File: src/rtl/instr_fetch_if.sv
// Signal bundle between the instruction-fetch stage, its instruction memory,
// the PC-update stage (redirects) and decode.
//
// Handshake rules: a transfer happens on a rising clock edge where the
// source's strobe (imem_req, if_valid) and the sink's acceptance (imem_gnt,
// if_ready) are both high. The source holds its strobe and payload
// (imem_addr; if_instr/if_pc) steady until that edge. The only exception is
// a redirect (pc_updated), which may retarget or withdraw them. imem_rvalid
// is a one-cycle strobe that cannot be back-pressured.
interface instr_fetch_if #(
    parameter int XLEN = 32
);
    logic            pc_updated;
    logic [XLEN-1:0] nextpc;
    logic            imem_req;
    logic [XLEN-1:0] imem_addr;
    logic            imem_gnt;
    logic            imem_rvalid;
    logic [XLEN-1:0] imem_rdata;
    logic            if_valid;
    logic            if_ready;
    logic [XLEN-1:0] if_instr;
    logic [XLEN-1:0] if_pc;
    logic            busy;

    // Fetch-stage side.
    modport master (
        input  pc_updated, nextpc, imem_gnt, imem_rvalid, imem_rdata, if_ready,
        output imem_req, imem_addr, if_valid, if_instr, if_pc, busy
    );

    // Environment side: memory, PC-update stage and decode.
    modport slave (
        output pc_updated, nextpc, imem_gnt, imem_rvalid, imem_rdata, if_ready,
        input  imem_req, imem_addr, if_valid, if_instr, if_pc, busy
    );
endinterface

File: src/rtl/instr_fetch.sv
// Instruction-fetch stage. It owns the architectural PC and issues one
// word-addressed read at a time to instruction memory. It buffers the
// returned words and hands {instruction, pc} to decode.
// A redirect from the PC-update stage flushes buffered words. A redirect that
// lands while a read is outstanding marks that read stale, so its data is
// dropped when it returns.
// Build option FETCH_SKID_EN: with the macro defined, the buffer is a 2-entry
// FIFO and fetch runs ahead of decode. With it undefined, the buffer is a
// single holding register and fetch follows a strict REQ->WAIT->HOLD loop.
// dbg_state exposes the FSM state: 0=IDLE, 1=REQ, 2=WAIT, 3=HOLD.
module instr_fetch #(
    parameter int              XLEN     = 32,
    parameter logic [XLEN-1:0] RESET_PC = '0
) (
    input  logic          clk,
    input  logic          rst,
    instr_fetch_if.master bus,
    output logic [1:0]    dbg_state
);

    typedef enum logic [1:0] {
        IDLE = 2'd0,
        REQ  = 2'd1,
        WAIT = 2'd2,
        HOLD = 2'd3
    } state_t;

    state_t          state;
    logic [XLEN-1:0] pc;      // address of the outstanding or next request
    logic            stale;   // outstanding read was overtaken by a redirect
    logic            redirect;
    logic            push;    // returned word enters the buffer
    logic            pop;     // decode takes the head entry
    logic            room;    // buffer can accept another word after this cycle

    assign redirect = bus.pc_updated;
    assign pop      = bus.if_valid && bus.if_ready;
    // A redirect in the same cycle as rvalid drops the returning word.
    assign push     = (state == WAIT) && bus.imem_rvalid && !stale && !redirect;

`ifdef FETCH_SKID_EN
    logic [XLEN-1:0] q_instr [2];
    logic [XLEN-1:0] q_pc    [2];
    logic [1:0]      count;

    // Two-entry FIFO; entry 0 is always the head that decode sees.
    always_ff @(posedge clk or posedge rst) begin
        if (rst) begin
            q_instr[0] <= '0;
            q_instr[1] <= '0;
            q_pc[0]    <= '0;
            q_pc[1]    <= '0;
            count      <= 2'd0;
        end else if (redirect) begin
            count <= 2'd0;
        end else begin
            case ({push, pop})
                2'b10: begin
                    if (count == 2'd0) begin
                        q_instr[0] <= bus.imem_rdata;
                        q_pc[0]    <= pc;
                    end else begin
                        q_instr[1] <= bus.imem_rdata;
                        q_pc[1]    <= pc;
                    end
                    count <= count + 2'd1;
                end
                2'b01: begin
                    q_instr[0] <= q_instr[1];
                    q_pc[0]    <= q_pc[1];
                    count      <= count - 2'd1;
                end
                2'b11: begin
                    // A read is only issued with at most one entry held, so the
                    // head leaves and the new word becomes the head.
                    q_instr[0] <= bus.imem_rdata;
                    q_pc[0]    <= pc;
                end
                default: ;
            endcase
        end
    end

    // After a push the FIFO still has a free slot if it was empty or the head leaves.
    assign room         = (count == 2'd0) || pop;
    assign bus.if_valid = (count != 2'd0);
    assign bus.if_instr = q_instr[0];
    assign bus.if_pc    = q_pc[0];
`else
    logic [XLEN-1:0] h_instr;
    logic [XLEN-1:0] h_pc;
    logic            full;

    // Single holding register. A push only happens while it is empty, so push
    // and pop never coincide.
    always_ff @(posedge clk or posedge rst) begin
        if (rst) begin
            h_instr <= '0;
            h_pc    <= '0;
            full    <= 1'b0;
        end else if (redirect) begin
            full <= 1'b0;
        end else if (push) begin
            h_instr <= bus.imem_rdata;
            h_pc    <= pc;
            full    <= 1'b1;
        end else if (pop) begin
            full <= 1'b0;
        end
    end

    // A returned word always fills the only slot.
    assign room         = 1'b0;
    assign bus.if_valid = full;
    assign bus.if_instr = h_instr;
    assign bus.if_pc    = h_pc;
`endif

    // Fetch sequencing: PC ownership, request issue and redirect/stale-read handling.
    always_ff @(posedge clk or posedge rst) begin
        if (rst) begin
            state <= IDLE;
            pc    <= RESET_PC;
            stale <= 1'b0;
        end else begin
            case (state)
                IDLE: begin
                    if (redirect) pc <= bus.nextpc;
                    state <= REQ;
                end
                REQ: begin
                    if (redirect) begin
                        pc <= bus.nextpc;
                        // Memory took the old address anyway: wait for it and drop it.
                        if (bus.imem_gnt) begin
                            stale <= 1'b1;
                            state <= WAIT;
                        end
                    end else if (bus.imem_gnt) begin
                        state <= WAIT;
                    end
                end
                WAIT: begin
                    if (bus.imem_rvalid) begin
                        stale <= 1'b0;
                        if (redirect) begin
                            pc    <= bus.nextpc;
                            state <= REQ;
                        end else if (stale) begin
                            state <= REQ;
                        end else begin
                            pc    <= pc + XLEN'(1);
                            state <= room ? REQ : HOLD;
                        end
                    end else if (redirect) begin
                        pc    <= bus.nextpc;
                        stale <= 1'b1;
                    end
                end
                HOLD: begin
                    if (redirect) begin
                        pc    <= bus.nextpc;
                        state <= REQ;
                    end else if (pop) begin
                        state <= REQ;
                    end
                end
                default: state <= IDLE;
            endcase
        end
    end

    assign bus.imem_req  = (state == REQ);
    assign bus.imem_addr = pc;
    assign bus.busy      = (state == WAIT);
    assign dbg_state     = state;

endmodule

File: src/flat_wrapper.sv
// flat-port wrapper written by rule: the top's interface ports become plain ports
module instr_fetch_flat 
#(
    parameter int              XLEN     = 32,
    parameter logic [XLEN-1:0] RESET_PC = '0
)
  (clk, rst, dbg_state, bus_pc_updated, bus_nextpc, bus_imem_gnt, bus_imem_rvalid, bus_imem_rdata, bus_if_ready, bus_imem_req, bus_imem_addr, bus_if_valid, bus_if_instr, bus_if_pc, bus_busy);
  instr_fetch_if #(.XLEN(XLEN)) bus_i ();
  input  logic clk;
  input  logic rst;
  output logic [1:0] dbg_state;
  input wire logic [$bits(bus_i.pc_updated)-1:0] bus_pc_updated;
  input wire logic [$bits(bus_i.nextpc)-1:0] bus_nextpc;
  input wire logic [$bits(bus_i.imem_gnt)-1:0] bus_imem_gnt;
  input wire logic [$bits(bus_i.imem_rvalid)-1:0] bus_imem_rvalid;
  input wire logic [$bits(bus_i.imem_rdata)-1:0] bus_imem_rdata;
  input wire logic [$bits(bus_i.if_ready)-1:0] bus_if_ready;
  output wire logic [$bits(bus_i.imem_req)-1:0] bus_imem_req;
  output wire logic [$bits(bus_i.imem_addr)-1:0] bus_imem_addr;
  output wire logic [$bits(bus_i.if_valid)-1:0] bus_if_valid;
  output wire logic [$bits(bus_i.if_instr)-1:0] bus_if_instr;
  output wire logic [$bits(bus_i.if_pc)-1:0] bus_if_pc;
  output wire logic [$bits(bus_i.busy)-1:0] bus_busy;
  assign bus_i.pc_updated = bus_pc_updated;
  assign bus_i.nextpc = bus_nextpc;
  assign bus_i.imem_gnt = bus_imem_gnt;
  assign bus_i.imem_rvalid = bus_imem_rvalid;
  assign bus_i.imem_rdata = bus_imem_rdata;
  assign bus_i.if_ready = bus_if_ready;
  assign bus_imem_req = bus_i.imem_req;
  assign bus_imem_addr = bus_i.imem_addr;
  assign bus_if_valid = bus_i.if_valid;
  assign bus_if_instr = bus_i.if_instr;
  assign bus_if_pc = bus_i.if_pc;
  assign bus_busy = bus_i.busy;
  instr_fetch #(.XLEN(XLEN), .RESET_PC(RESET_PC)) u_core (.clk(clk), .rst(rst), .bus(bus_i), .dbg_state(dbg_state));
endmodule
File: config.mk
export PLATFORM = sky130hd
export DESIGN_NAME = instr_fetch_flat
export DESIGN_NICKNAME = d
export VERILOG_FILES = /design/src/rtl/instr_fetch_if.sv /design/src/rtl/instr_fetch.sv /design/src/flat_wrapper.sv
export SDC_FILE = /design/constraint.sdc
export NUM_CORES = 1
export LEC_CHECK = 0
export BUFFER_PORTS_ARGS = -buffer_cell sky130_fd_sc_hd__buf_4
export CAP_MARGIN = 5
export CORE_ASPECT_RATIO = 2
export CORE_MARGIN = 2
export CORE_UTILIZATION = 35
export DETAILED_ROUTE_END_ITERATION = 16
export SLEW_MARGIN = 20
export SYNTH_ARGS = -nofsm -noshare
export SYNTH_HDL_FRONTEND = slang
export SYNTH_SLANG_ARGS = --single-unit
export TNS_END_PERCENT = 100
File: constraint.sdc
create_clock -name clk -period 4 [get_ports clk]
set_clock_uncertainty 0.15 [all_clocks]
set_input_delay 0.2 -clock clk [delete_from_list [all_inputs] [get_ports clk]]
set_output_delay 0.2 -clock clk [all_outputs]
set_load 0.1 [all_outputs]
# Yosys cells after proc, flatten, opt, wreduce, memory -nomap -nowiden
# Cells that the tools add are included.
dict set report classes {
  addsub 1
  n_eq_ne 9
  n_mux 20
  bitwise_logic 1
  reduce_logical 13
}
# cell n
set op_table {}
lappend op_table {{32-bit two-way mux} 4}
lappend op_table {{32-bit one-hot mux with 2 select lines} 1}
lappend op_table {{32-bit by 1-bit adder with 32-bit output, second input constant} 1}
lappend op_table {{2-bit two-way mux} 6}
lappend op_table {{2-bit one-hot mux with 4 select lines} 1}
lappend op_table {{1-bit two-way mux} 7}
lappend op_table {{2-bit != test, second input constant} 3}
lappend op_table {{2-bit equality test, second input constant} 2}
lappend op_table {{1-bit logical AND} 4}
lappend op_table {{4-bit != test, second input constant} 1}
lappend op_table {{4-bit AND reduction} 1}
lappend op_table {{3-bit by 2-bit != test with 1-bit output, second input constant} 1}
lappend op_table {{3-bit != test, second input constant} 1}
lappend op_table {{3-bit AND reduction} 1}
lappend op_table {{3-bit nonzero test} 1}
lappend op_table {{3-bit OR reduction} 1}
lappend op_table {{2-bit by 1-bit equality test with 1-bit output, second input constant} 1}
lappend op_table {{1-bit zero test} 2}
lappend op_table {{2-bit zero test} 1}
lappend op_table {{1-bit one-hot mux with 2 select lines} 1}
lappend op_table {{2-bit AND reduction} 1}
lappend op_table {{2-bit nonzero test} 1}
lappend op_table {{1-bit inverter} 1}
dict set report totals {
  reg_bits 100
  input_bits 70
  output_inout_bits 101
  elab_cells 50
}

# Logic depth before layout (Yosys ltp)
dict set report depth {
  ltp_word 6
  depth_mapped 8
  ltp_nobuf 6
}

# Worst setup path after synthesis
# OpenSTA, ideal clock, no wires.
dict set report synth_path {
  path_kind {register -> register}
  start {register u_core.state[1], in the netlist u_core.dbg_state[1]}
  end {register u_core.pc[17], in the netlist u_core.bus.imem_addr[17]}
  setup_ps 82
  arrival_time_ps 3388
  t_required_ps 3768
  setup_slack_ps 380
  path_stages_with_launch 8
  n_path_buf 2
  period_less_slack_ps 3620
  path_cell_list {dfrtp_1 > ha_1 > and3b_1 > buf_2 > nand3_1 > clkbuf_1 > or4_1 > a31oi_1}
}
dict set report synth_between {
  word_cells_on_any_way 7
  classes_between {4 x eq/ne; 1 x mux; 2 x reduce/logical}
}
# item line
set synth_rtl {}
lappend synth_rtl {{start: declaration} instr_fetch.sv:28} ;# state_t state;
lappend synth_rtl {{start signal: assignment} instr_fetch.sv:153} ;# state <= room ? REQ : HOLD;
lappend synth_rtl {{2-bit equality test (*)} -}
lappend synth_rtl {{named net bus_busy} flat_wrapper.sv:23} ;# output wire logic [$bits(bus_i.busy)-1:0] bus_busy;
lappend synth_rtl {{4-bit != test (no source line) or 32-bit one-hot mux with 2 select lines (tied branches)} -}
lappend synth_rtl {{end signal: assignment} instr_fetch.sv:128} ;# if (redirect) pc <= bus.nextpc;
lappend synth_rtl {{end signal: assignment} instr_fetch.sv:133} ;# pc <= bus.nextpc;
lappend synth_rtl {{end signal: assignment} instr_fetch.sv:147} ;# pc <= bus.nextpc;
lappend synth_rtl {{end: declaration} instr_fetch.sv:29} ;# logic [XLEN-1:0] pc;
# The timed path passes the listed nets; every way through them passes the cells marked *.
# A chain may end at the register's enable or synchronous reset.

# Final worst setup path
dict set report layout_path {
  start {register u_core.state[0], in the netlist u_core.dbg_state[0]}
  end {register u_core.pc[27], in the netlist u_core.bus.imem_addr[27]}
}
dict set report layout_between {
  elab_chain_cells 3
  word_cells_on_any_way 7
  classes_between {4 x eq/ne; 1 x mux; 2 x reduce/logical}
}
# item line
set layout_rtl {}
lappend layout_rtl {{2-bit by 1-bit equality test with 1-bit output, or another cell as far along} instr_fetch.sv:126} ;# case (state)
lappend layout_rtl {{3-bit OR reduction (no source line)} -}
lappend layout_rtl {{32-bit one-hot mux with 2 select lines} instr_fetch.sv:126}
# Parallel ways exist; a longest one is shown, timed or not.

==> metrics.txt <==
CTS Buffer Depth=2; Slew Viols, Final=0; min-delay worst type=primary input to register; design area=6980 µm²; Slew HR=40.4%; Fin. Hold Viols=0; clock latency on the worst-skew pair=0.35 ns; Leakage Power=0.00337 µW; internal reg-to-reg setup slack=1.26 ns; die width=85.4 µm; R2R cell count=6; asr flop ratio synth=100%; CTS buffer count=9; placed inst area=6060 µm²; fin crit share=68.4%; Netlist cell types=47; DR vias/cell=5.22; Max-cap violations=0; die height=167 µm; min Tclk post-route=2.74 ns; Mapped Area=4630 µm²; I/O pin cnt=171; drt total wl=13.7 mm; most frequent cells in the layout=175 x buf_4, 100 x dfrtp_1, 64 x mux2_2, 64 x dlygate4sd3_1, 29 x nand2_1; DR iter-0 viols=240; Cell Pwr Density=743 nW/µm²; Ant. Diodes=0; drt first pass iters=5; Starting Density=35.7%; worst r2r src=u_core.dbg_state[0]; achievable frequency=365 MHz; status=completed; Crit Path Max Fanout=15; Post-Syn Instances=396; All-Layer GR Usage=19.3%; fin nets=699; DRC=0; Hold Path Cell Cnt=3; initial antenna violation count=0; WP data required=4.12 ns; core box area=13000 µm²; Worst-path clk slew=0.07 ns; final setup fails=0; Sum Neg Setup Slack=0 ns; Max VDD drop=0.599 mV; Slew @ Worst Pin=0.894 ns; Post-synth top flop=dfrtp_1; Hold EP=u_core.bus.imem_addr[17]; CTS tree=done; Ys Warns=0; pre-CTS setup slack=1.31 ns; RSZ-0062 raised after global routing=no; critical path's slowest cell=or4_1; FF+latch count, synth=100; WL per Instance=17.5 µm; Sink Count=100; vias in the first global route=4309; die area=14200 µm²; global-route wire length before repair=21.7 mm; via count=4075; final worst slack=1.26 ns; Port Buffer Count=170; crit-path cells=inv_1, ha_1, and3b_1, nand3_1, or4_1, a31oi_1; GRT overflow=0; HP Start=bus_nextpc[17]; Routed Antenna Nets=0; worst hold margin=0.00725 ns; sequential area share after synthesis=54.0%; GPL Wtd Cong=0.820; H-Tree Depth=3; fin util=53.7%; syn_nets=471; largest net degree at the start of global routing=72; root buffer cell=clkbuf_16; CP arrival=2.86 ns; Setup CP Type=register to register; reg-to-reg endpoint=u_core.bus.imem_addr[27]; Avg Cell Area, Syn=11.7 µm²; fraction of layout cells with a size suffix above 1=42.3%; most common cell after layout, fill and taps aside=buf_4; Worst Setup End Kind=register; number of synthesized flops with an enable pin=0; Area Growth Syn to Fin=50.6%; crit path launch type=register; largest stage delay on the critical path=0.67 ns; DP HPWL=9.58 mm; num rows=59; fill count=1151; PostCTS Resize Cnt=0
[sequential cells by signal, indices dropped and copies added, names as in the netlist]
signal                flops
u_core.bus.if_valid       1
u_core.bus.imem_addr     32
u_core.bus.if_instr      32
u_core.bus.if_pc         32
u_core.stale              1
u_core.dbg_state          2
[metal layers]
layer | part of all wire [%] | routed length, µm | track usage [%] | up-vias
li1 | - | - | - | 1911
met1 | 36 | 4860 | 20.3 | 1995
met2 | 56 | 7720 | 36.4 | 147
met3 | 5.4 | 738 | 3.57 | 22
met4 | 2.7 | 371 | 7.94 | 0
met5 | 0 | 0 | 0 | -
[timing repair]
item | CTS | global route
hold buffers | 64 | 0
buffers inserted | 0 | 0
hold endpoints to repair | 133 | 0
[report_power, final]
group          switching [µW]  internal [µW]  total [µW]
Sequential                189           1260        1450
Clock                     407            432         839
Combinational            2250            643        2900
Total                    2850           2340        5190
[final cells by class]
| cell class | instances | area (µm²) | area share (%) |
|---|---|---|---|
| sequential | 100 | 2500 | 35.9 |
| tap | 152 | 190 | 2.72 |
| inverter | 8 | 32.5 | 0.466 |
| clock inverter | 7 | 57.6 | 0.825 |
| multi-input combinational | 266 | 2020 | 28.9 |
| timing repair buffer | 239 | 1950 | 28.0 |
| clock buffer | 9 | 225 | 3.23 |
[stage by stage]
step | cells | total power (µW)
2_1_floorplan | 396 | 3680
3_3_place_gp | 701 | 4280
3_5_place_dp | 701 | 4320
4_1_cts | 781 | 5220
5_1_grt | 781 | 5360
6_report | 781 | 5190
[critical path: cells and delay by family, from the launching register on]
| kind | cells | cell delay (ns) |
|---|---|---|
| AND/OR/NAND/NOR | 3 | 1.47 |
| flip-flops | 1 | 0.43 |
| adder cells (fa/ha/maj) | 1 | 0.33 |
| AO/OA/AOI/OAI | 1 | 0.17 |
| buffers and inverters | 1 | 0.10 |
[cell families (layout without fill, tap and decap cells)]
| group | Yosys count | count (layout) | share of synthesized area, % |
|---|---|---|---|
| fa+ha+maj | 5 | 5 | 1.35 |
| buf+inv | 30 | 263 | 2.78 |
| compound gates | 54 | 54 | 7.78 |
| mux | 68 | 68 | 16.4 |
| flops | 100 | 100 | 54.0 |
| simple gates | 129 | 129 | 15.8 |
| xor+xnor | 10 | 10 | 1.89 |
[cell usage after synthesis (3+ instances only)]
cell type / n / area, µm²
dfrtp_1: 100 / 2500
mux2_2: 64 / 721
nand2_1: 29 / 109
nand3_1: 20 / 100
nor2_1: 19 / 71.3
o21ai_0: 15 / 75.1
or4_1: 14 / 105
clkbuf_1: 12 / 45.0
nand4_1: 12 / 75.1
a31oi_1: 11 / 68.8
o31ai_1: 9 / 67.6
inv_1: 8 / 30.0
buf_2: 7 / 35.0
nor4_1: 6 / 37.5
and2_1: 5 / 31.3
ha_1: 5 / 62.6
xnor2_1: 5 / 43.8
xor2_1: 5 / 43.8
a21oi_1: 4 / 20.0
mux2i_1: 4 / 40.0
and4_1: 3 / 26.3
nand2b_1: 3 / 18.8
o211ai_1: 3 / 22.5
[worst max-delay path by stage]
stage / start / end / depth (start not counted)
6_report: u_core.dbg_state[0] / u_core.bus.imem_addr[27] / 6
5_1_grt: u_core.dbg_state[0] / u_core.bus.imem_addr[17] / 6
3_3_place_gp: u_core.dbg_state[0] / u_core.bus.imem_addr[23] / 6
2_1_floorplan: u_core.dbg_state[1] / u_core.bus.imem_addr[17] / 7
4_1_cts: u_core.dbg_state[0] / u_core.bus.imem_addr[23] / 6
3_5_place_dp: u_core.dbg_state[0] / u_core.bus.imem_addr[23] / 6
Power figures use the tool's default switching activity.
